<file path="src/rtl/hfifo_pkg.sv">
// Shared sizing helpers and parameter sanity checks for the hfifo_pf FIFO.
package hfifo_pkg;

   function automatic int unsigned lvl_w(input int unsigned size);
      return $clog2(size) + 1;
   endfunction

   function automatic bit is_pow2(input int unsigned v);
      return (v != 0) && ((v & (v - 1)) == 0);
   endfunction

endpackage

</file>
<file path="src/rtl/hfifo_ram.sv">
// FIFO storage: synchronous write port, asynchronous read port.
module hfifo_ram #(
   parameter int unsigned SIZE   = 256,
   parameter int unsigned DWIDTH = 8
) (
   input  logic                    clk,
   input  logic                    we,
   input  logic [$clog2(SIZE)-1:0] waddr,
   input  logic [DWIDTH-1:0]       wdata,
   input  logic [$clog2(SIZE)-1:0] raddr,
   output logic [DWIDTH-1:0]       rdata
);

   logic [DWIDTH-1:0] mem [SIZE];

   always_ff @(posedge clk) begin
      if (we) mem[waddr] <= wdata;
   end

   assign rdata = mem[raddr];

endmodule

</file>
<file path="src/rtl/hfifo_pf.sv">
// Single-clock FIFO with fill level, almost-full/empty thresholds, flush and sticky errors.
module hfifo_pf
   import hfifo_pkg::*;
#(
   parameter int unsigned SIZE      = 256,
   parameter int unsigned DWIDTH    = 8,
   parameter int unsigned AF_THRESH = SIZE - 2,
   parameter int unsigned AE_THRESH = 1
) (
   input  logic                      clk,
   input  logic                      reset,
   input  logic [DWIDTH-1:0]         din,
   input  logic                      push,
   input  logic                      pop,
   input  logic                      flush,
   input  logic                      clr_err,
   output logic [DWIDTH-1:0]         dout,
   output logic                      rdy,
   output logic                      not_full,
   output logic [lvl_w(SIZE)-1:0]    level,
   output logic                      almost_full,
   output logic                      almost_empty,
   output logic                      overflow,
   output logic                      underflow
);

   localparam int unsigned AW = $clog2(SIZE);
   localparam int unsigned LW = lvl_w(SIZE);

   if (!is_pow2(SIZE) || SIZE < 2) begin : g_bad_size
      $error("hfifo_pf: SIZE must be a power of 2 and >= 2");
   end
   if (AF_THRESH < 1 || AF_THRESH > SIZE) begin : g_bad_af
      $error("hfifo_pf: AF_THRESH must be in 1..SIZE");
   end
   if (AE_THRESH >= SIZE) begin : g_bad_ae
      $error("hfifo_pf: AE_THRESH must be < SIZE");
   end

   logic [AW-1:0] wr_ptr_q, wr_ptr_d;
   logic [AW-1:0] rd_ptr_q, rd_ptr_d;
   logic [LW-1:0] level_q, level_d;
   logic          rdy_q, rdy_d;
   logic          not_full_q, not_full_d;
   logic          almost_full_q, almost_full_d;
   logic          almost_empty_q, almost_empty_d;
   logic          overflow_q, overflow_d;
   logic          underflow_q, underflow_d;
   logic          pop_acc, push_acc, wr_en;

   always_comb begin
      pop_acc  = pop & (level_q != '0);
      push_acc = push & ((level_q != LW'(SIZE)) | pop_acc);
      wr_en    = push_acc & ~flush;

      wr_ptr_d    = wr_ptr_q;
      rd_ptr_d    = rd_ptr_q;
      level_d     = level_q;
      overflow_d  = overflow_q & ~clr_err;
      underflow_d = underflow_q & ~clr_err;

      // Flush discards same-cycle traffic entirely, so refused requests are not errors.
      if (flush) begin
         wr_ptr_d = '0;
         rd_ptr_d = '0;
         level_d  = '0;
      end else begin
         if (push_acc) wr_ptr_d = wr_ptr_q + AW'(1);
         if (pop_acc)  rd_ptr_d = rd_ptr_q + AW'(1);
         level_d     = level_q + LW'(push_acc) - LW'(pop_acc);
         overflow_d  = overflow_d | (push & ~push_acc);
         underflow_d = underflow_d | (pop & ~pop_acc);
      end

      rdy_d          = (level_d != '0);
      not_full_d     = (level_d != LW'(SIZE));
      almost_full_d  = (level_d >= LW'(AF_THRESH));
      almost_empty_d = (level_d <= LW'(AE_THRESH));
   end

   always_ff @(posedge clk) begin
      if (reset) begin
         wr_ptr_q       <= '0;
         rd_ptr_q       <= '0;
         level_q        <= '0;
         rdy_q          <= 1'b0;
         not_full_q     <= 1'b1;
         almost_full_q  <= 1'b0;
         almost_empty_q <= 1'b1;
         overflow_q     <= 1'b0;
         underflow_q    <= 1'b0;
      end else begin
         wr_ptr_q       <= wr_ptr_d;
         rd_ptr_q       <= rd_ptr_d;
         level_q        <= level_d;
         rdy_q          <= rdy_d;
         not_full_q     <= not_full_d;
         almost_full_q  <= almost_full_d;
         almost_empty_q <= almost_empty_d;
         overflow_q     <= overflow_d;
         underflow_q    <= underflow_d;
      end
   end

   hfifo_ram #(
      .SIZE   (SIZE),
      .DWIDTH (DWIDTH)
   ) u_ram (
      .clk   (clk),
      .we    (wr_en),
      .waddr (wr_ptr_q),
      .wdata (din),
      .raddr (rd_ptr_q),
      .rdata (dout)
   );

   assign rdy          = rdy_q;
   assign not_full     = not_full_q;
   assign level        = level_q;
   assign almost_full  = almost_full_q;
   assign almost_empty = almost_empty_q;
   assign overflow     = overflow_q;
   assign underflow    = underflow_q;

endmodule

</file>
<file path="config.mk">
export PLATFORM = sky130hd
export DESIGN_NAME = hfifo_pf
export DESIGN_NICKNAME = d
export VERILOG_FILES = /design/src/rtl/hfifo_pkg.sv /design/src/rtl/hfifo_ram.sv /design/src/rtl/hfifo_pf.sv
export SDC_FILE = /design/constraint.sdc
export NUM_CORES = 2
export LEC_CHECK = 0
export CAP_MARGIN = 25
export CORE_MARGIN = 3
export CORE_UTILIZATION = 38
export CTS_BUF_LIST = sky130_fd_sc_hd__clkbuf_8
export CTS_CLUSTER_DIAMETER = 200
export DETAILED_ROUTE_END_ITERATION = 12
export PLACE_DENSITY = 0.49
export SLEW_MARGIN = 20
export SYNTH_ARGS = -nofsm -noshare
export SYNTH_HDL_FRONTEND = slang
export SYNTH_SLANG_ARGS = --single-unit
export TNS_END_PERCENT = 5
</file>
<file path="constraint.sdc">
create_clock -name clk -period 6.2 [get_ports clk]
set_input_delay 0.93 -clock clk [delete_from_list [all_inputs] [get_ports clk]]
set_output_delay 0.93 -clock clk [all_outputs]
set_load 0.005 [all_outputs]
</file>
======== Word level (Yosys, flattened, before mapping) ========
Memory sizes are Yosys's and may differ from the RTL's. A register that Yosys moved wholly into a read port is not among the register bits.
Index checks and enable logic that the tools add are counted.
word-level totals
  register bits ........................... 31
  memory bits (writable) .................. 2048
  bits of input ports ..................... 14
  output and inout bits ................... 23
  word-level logic and storage cells ...... 42
  memories ................................ 1
memories
  memory     depth  width  rd ports  clocked after Yosys merged registers in  wr ports  RTL line         RTL
  u_ram.mem  256    8      1         1                                        1         hfifo_ram.sv:14  logic [DWIDTH-1:0] mem [SIZE];
cells by class
  add/sub/neg operators ................... 4
  magnitude comparators ................... 2
  equality and inequality tests ........... 2
  muxes and demuxes ....................... 7
  bitwise logic cells ..................... 14
  reduce and logical (&&, ||, !) cells .... 3
operators with widths
  kind                   count
  $ne A9 B9 Y1 const B   2
  $reduce_bool A9 Y1     2
  $add A8 B1 Y8 const B  2
  $mux W8                2
  $add A9 B1 Y9          1
  $ge A9 B8 Y1 const B   1
  $le A9 B1 Y1 const B   1
  $mux W9                1
  $sub A9 B1 Y9          1
  $and A1 B1 Y1          7
  $mux W1                4
  $not A1 Y1             4
  $or A1 B1 Y1           3
  $reduce_or A2 Y1       1

======== Depth between registers and ports, before layout ========
  word-level depth ........................ 8
  mapped depth ............................ 16
  gate-level depth less buffers ........... 15

======== By module ========
A second synthesis with hierarchy kept.
unflattened totals
  cells, all modules ...................... 3913
  area total of the unflattened synthesis .. 81060.2 um^2
by module, submodules not included
  module     times used  cells each  area an instance (um^2)  sequential area each (um^2)
  hfifo_ram  1           3725        79396.1                  61499.0
  hfifo_pf   1           188         1664.1                   620.6

======== Least setup slack after synthesis ========
No wires, ideal clock.
  kind .................................... input to register
  start ................................... in pop
  end ..................................... reg almost_full_q, in the netlist almost_full
  library setup time ...................... 0.092 ns
  arrival ................................. 3.659 ns
  required time ........................... 6.108 ns
  setup slack ............................. 2.449 ns
  cell stages on the path ................. 10
  buffers on the path ..................... 1
  cells stage by stage .................... o41ai_1 > clkbuf_1 > o21ai_0 > ha_1 > fa_1 > a211o_1 > a31oi_1 > o31ai_1 > or4_1 > o32ai_1
on the way
  longest elaborated chain between the ends .. 7
ends and longest elaborated chain
  item                  RTL line        RTL
  from (decl)           hfifo_pf.sv:14  input logic pop,
  $and A1 B1 Y1 *       hfifo_pf.sv:52  pop_acc = pop & (level_q != '0);
  $or A1 B1 Y1          hfifo_pf.sv:53  push_acc = push & ((level_q != LW'(SIZE)) | pop_acc);
  $and A1 B1 Y1         hfifo_pf.sv:53
  $add A9 B1 Y9         hfifo_pf.sv:70  level_d = level_q + LW'(push_acc) - LW'(pop_acc);
  $sub A9 B1 Y9 *       hfifo_pf.sv:70
  $mux W9 *             hfifo_pf.sv:63  if (flush) begin
  $ge A9 B8 Y1 *        hfifo_pf.sv:77  almost_full_d = (level_d >= LW'(AF_THRESH));
  to (signal assigned)  hfifo_pf.sv:98  almost_full_q <= almost_full_d;
  to (decl)             hfifo_pf.sv:45  logic almost_full_q, almost_full_d;
Every way passes the cells marked *; elsewhere a longest branch is shown, timed or not.
A chain may end at the register's enable or synchronous reset.

==> results.txt <==
The detailed placement HPWL came out at 130.9 mm. The signal on the critical path passes through or3b_1 > buf_4 > o221ai_1 > a211oi_1 > a21oi_1 > a21oi_1 > nor4_2 > clkdlybuf4s50_1. The number of warnings printed during yosys synthesis came out at 0. The number of distinct standard cells referenced by the synthesized netlist came out at 65. The pin count of the biggest net entering global routing came out at 199. The highest clock rate is 0.1638 GHz. The number of endpoints with negative hold slack in the final report is 0. The headroom to the max-slew limit came out at 30.14%. The leakage power is 27.67 nW. The post-CTS setup buffer count is 0. The total number of placement rows is 168. The number of antenna violations at the first check in global routing came to 7.

The buffer levels on the longest clock path is 4. The number of placed I/O pins is 37. STA classifies the critical path startpoint as a register.

The final global-route overflow total came out at 0. The proportion of register bits with asynchronous set or reset after synthesis came out at 0%. Setup violations remaining at the end of the flow were counted as 0. Compared with the post-synthesis result, the final layout area differs by 12.99%.

The tightest min-delay check is of the input port to register type. The worst-case IR drop observed on VDD is 220.6 uV. At the pin with the least slew margin, the transition time is 1.048 ns. Synthesis produced a netlist whose cell count is 3822. The area of combinational cells with multiple inputs came out at 17140 um^2. On the final layout, the worst clock skew is 0.07813 ns.

The worst setup path is captured at an output port. The synthesized design contains 2087 register bits. The worst setup path is of the register to output port kind.

For the worst setup path, the data arrival time is 5.17 ns. The count of clock tree sinks came out at 2087. In the finished design, the share of the clock period the worst path needs comes to 98.46%. The top cell types in the final layout, fill and taps aside, are sky130_fd_sc_hd__edfxtp_1 (2048), sky130_fd_sc_hd__mux4_2 (478), sky130_fd_sc_hd__clkbuf_8 (369), sky130_fd_sc_hd__nor2_1 (317), sky130_fd_sc_hd__buf_4 (141). The die covers 218000 um^2.

The most used cell along the critical path is sky130_fd_sc_hd__a21oi_1. The total area of sequential cells is 62290 um^2. The count of buffers added on input and output ports is 36. The per-instance average area after synthesis came out at 21.12 um^2. The max-slew violation count came out at 0.

The wire length of the first global-routing pass came out at 309.0 mm. Counting both buffers and inverters, the worst setup path holds a total of 2. The register area share after synthesis is 77.16%. The routed design has 216.5 mm of wire.

The number of global-route vias before repair came to 41500. In this run the cell area of the synthesized design comes to 80720 um^2. The average wire per cell in the routed design came out at 29.94 um. The detailed-route DRC error count came out at 0. The via density per instance came out at 5.484.

For this run, the share of the core covered by cells in the final layout is 43.35%. TritonCTS built the clock tree. The count of routing violations after the opening detailed-route iteration came out at 4065. The standard cell area after detailed placement came out at 84910 um^2. The run finished with clean final reports.

The finished cells cover 91210 um^2. The most used flip-flop cell after synthesis is sky130_fd_sc_hd__edfxtp_1. The insertion delay to the later sink of the worst-skew pair came out at 1.02 ns. The horizontal die dimension is 466.9 um. The die extent in y came out at 466.9 um.

The slowest stage of the critical path is the sky130_fd_sc_hd__or3b_1 cell. On the worst path, the slowest cell contributes a delay of 0.72 ns. The length of the first detailed-routing pass in iterations came out at 5. In this design, the largest share of critical-path delay is due to simple AND/OR/NAND/NOR gates.

The number of hold-repair buffers added at the cts stage is 0. The number of synthesized flops with an enable pin came out at 2048. Setup repair after global routing left no endpoint under its margin. The power density over cell area came out at 322.2 nW/um^2.

The global placement routability congestion is 0.8284. The share of layout cells above drive strength 1 came out at 25.19%. The maximum level of the CTS H-tree is 5.

The critical path required time came out at 5.27 ns. Counting every net in the synthesized netlist gives 3853. The layout filler cell count is 18220. The clock buffer count from CTS came out at 363.

Max-cap violations in this run came to 0. Clock tree synthesis selected as its root buffer the cell sky130_fd_sc_hd__clkbuf_8. The post-detailed-route count of antenna-violating nets came out at 0.

In the final design database the tool counted 4190 nets. The clock-pin transition on the worst setup and hold timing paths came out at 0.06 ns. The initial standard-cell utilization of the core is 38.36%. The number of vias after detailed routing came out at 39650. The overall track demand over capacity in global routing is 19.83%. Subtracting the final worst setup slack from the clock period gives 6.105 ns. The maximum fanout encountered on the critical timing path came out at 11. The core region is 210400 um^2.

Leaving out fill and tap cells, the most frequent cell in the layout is sky130_fd_sc_hd__edfxtp_1.
-- where the power goes --
part           leakage, nW  switching [W]  internal [W]  total [W]
Combinational         5.31        0.00149       0.00120    0.00269
Sequential            18.7      0.0000461        0.0155     0.0156
Clock                 3.64        0.00546       0.00566     0.0111
Total                 27.7        0.00700        0.0224     0.0294
-- per-stage QoR --
stage	instances	setup WS [ns]	hold WS, ns	setup TNS (ns)	power [W]
global route	7229	0.03213	0.2697	0	0.03059
floorplan	3822	2.449	0.4591	0	0.01766
CTS	7227	-0.02974	0.2241	-0.02974	0.02978
finish	7229	0.09529	0.3449	0	0.02939
detailed placement	6598	1.108	0.4831	0	0.01861
global placement	6596	0.9077	0.4746	0	0.01862
-- area by class of cell --
cell class,instances,area share (%)
repair buffers,203,2.169
well taps,2805,3.848
multi-input cells,1490,18.80
diodes,1,0.002744
flip-flops and latches,2087,68.30
inverters,14,0.05762
clock buffers,369,5.568
clock inverters,260,1.257
-- synthesized netlist by cell type (all sizes together) (2+ instances only) --
cell type  number  share of area [%]
a2111oi         6              0.065
a211o           2              0.022
a211oi         36               0.33
a21o            3              0.028
a21oi          53               0.33
a221oi         22               0.25
a22o           41               0.44
a22oi          51               0.47
a31oi          18               0.14
a32o            2              0.025
and2            6              0.047
and4            2              0.022
buf           143                1.3
clkbuf         88               0.41
dfxtp          39               0.97
edfxtp       2048                 76
ha             16               0.25
inv            14              0.065
mux2i          98                1.2
mux4          478                 13
nand2          60               0.28
nand2b          9              0.070
nand3          17               0.11
nand3b          3              0.028
nand4           5              0.039
nand4b          2              0.022
nor2          319                1.5
nor2b          11              0.085
nor3           27               0.17
nor3b           3              0.028
nor4           19               0.18
nor4b           3              0.033
o211ai          9              0.084
o21ai          12              0.074
o221ai         16               0.17
o22ai          95               0.74
o31ai           2              0.019
or2             5              0.039
or3             5              0.039
or3b            2              0.022
or4b            2              0.025
xnor2           7              0.076
xor2           10               0.11
-- state kept, by name, summed over array words and instances (netlist names), named ones only --
name	flops
rd_ptr_q	8
almost_empty	1
u_ram.mem	2048
level	9
rdy	1
wr_ptr_q	8
not_full	1
underflow	1
overflow	1
almost_full	1
-- final timing paths --
path	slack (ns)	cells after the start	startpoint	endpoint
min reg2reg	0.50	1	underflow$_SDFF_PP0_	underflow$_SDFF_PP0_
min	0.34	1	din[5]	u_ram.mem[66][5]$_DFFE_PP_
max	0.1	8	register	dout[2]
max reg2reg	2.24	16	level[6]$_SDFF_PP0_	rdy$_SDFF_PP0_
-- kinds of logic after synthesis --
group,share of synthesized area (%)
and+or+nand+nor,2.782
xor gates and xnor gates,0.1845
AOI/OAI and AO/OA,3.263
muxes,14.55
adders and majority gates,0.2728
buffers and inverters,1.787
DFF,77.16
-- layer usage --
layer | GRT usage, % | wire length [um]
met2 | 32.14 | 105600
met5 | 0 | 0
met4 | 5.787 | 5705
met1 | 27.25 | 92710
met3 | 3.922 | 12410
-- what timing repair did --
action,CTS,global route
gates cloned,0,0
setup endpoints to repair,6,3
gates resized for setup,6,5
-- worst reg2reg max path, cell delays in order, from the launching register on --
cell	delay [ns]
sky130_fd_sc_hd__dfxtp_1	0.33
sky130_fd_sc_hd__inv_1	0.08
sky130_fd_sc_hd__ha_1	0.17
sky130_fd_sc_hd__nand4b_1	0.18
sky130_fd_sc_hd__nor3_1	0.26
sky130_fd_sc_hd__nor2b_1	0.09
sky130_fd_sc_hd__buf_4	0.21
sky130_fd_sc_hd__nand2b_1	0.15
sky130_fd_sc_hd__o21ai_0	0.11
sky130_fd_sc_hd__ha_1	0.24
sky130_fd_sc_hd__fa_1	0.50
sky130_fd_sc_hd__a211o_1	0.35
sky130_fd_sc_hd__and4_1	0.19
sky130_fd_sc_hd__nor3_1	0.39
sky130_fd_sc_hd__nand4_1	0.16
sky130_fd_sc_hd__a21oi_1	0.28
sky130_fd_sc_hd__a31oi_1	0.13
No activity file was read; power rests on OpenSTA's default activity.
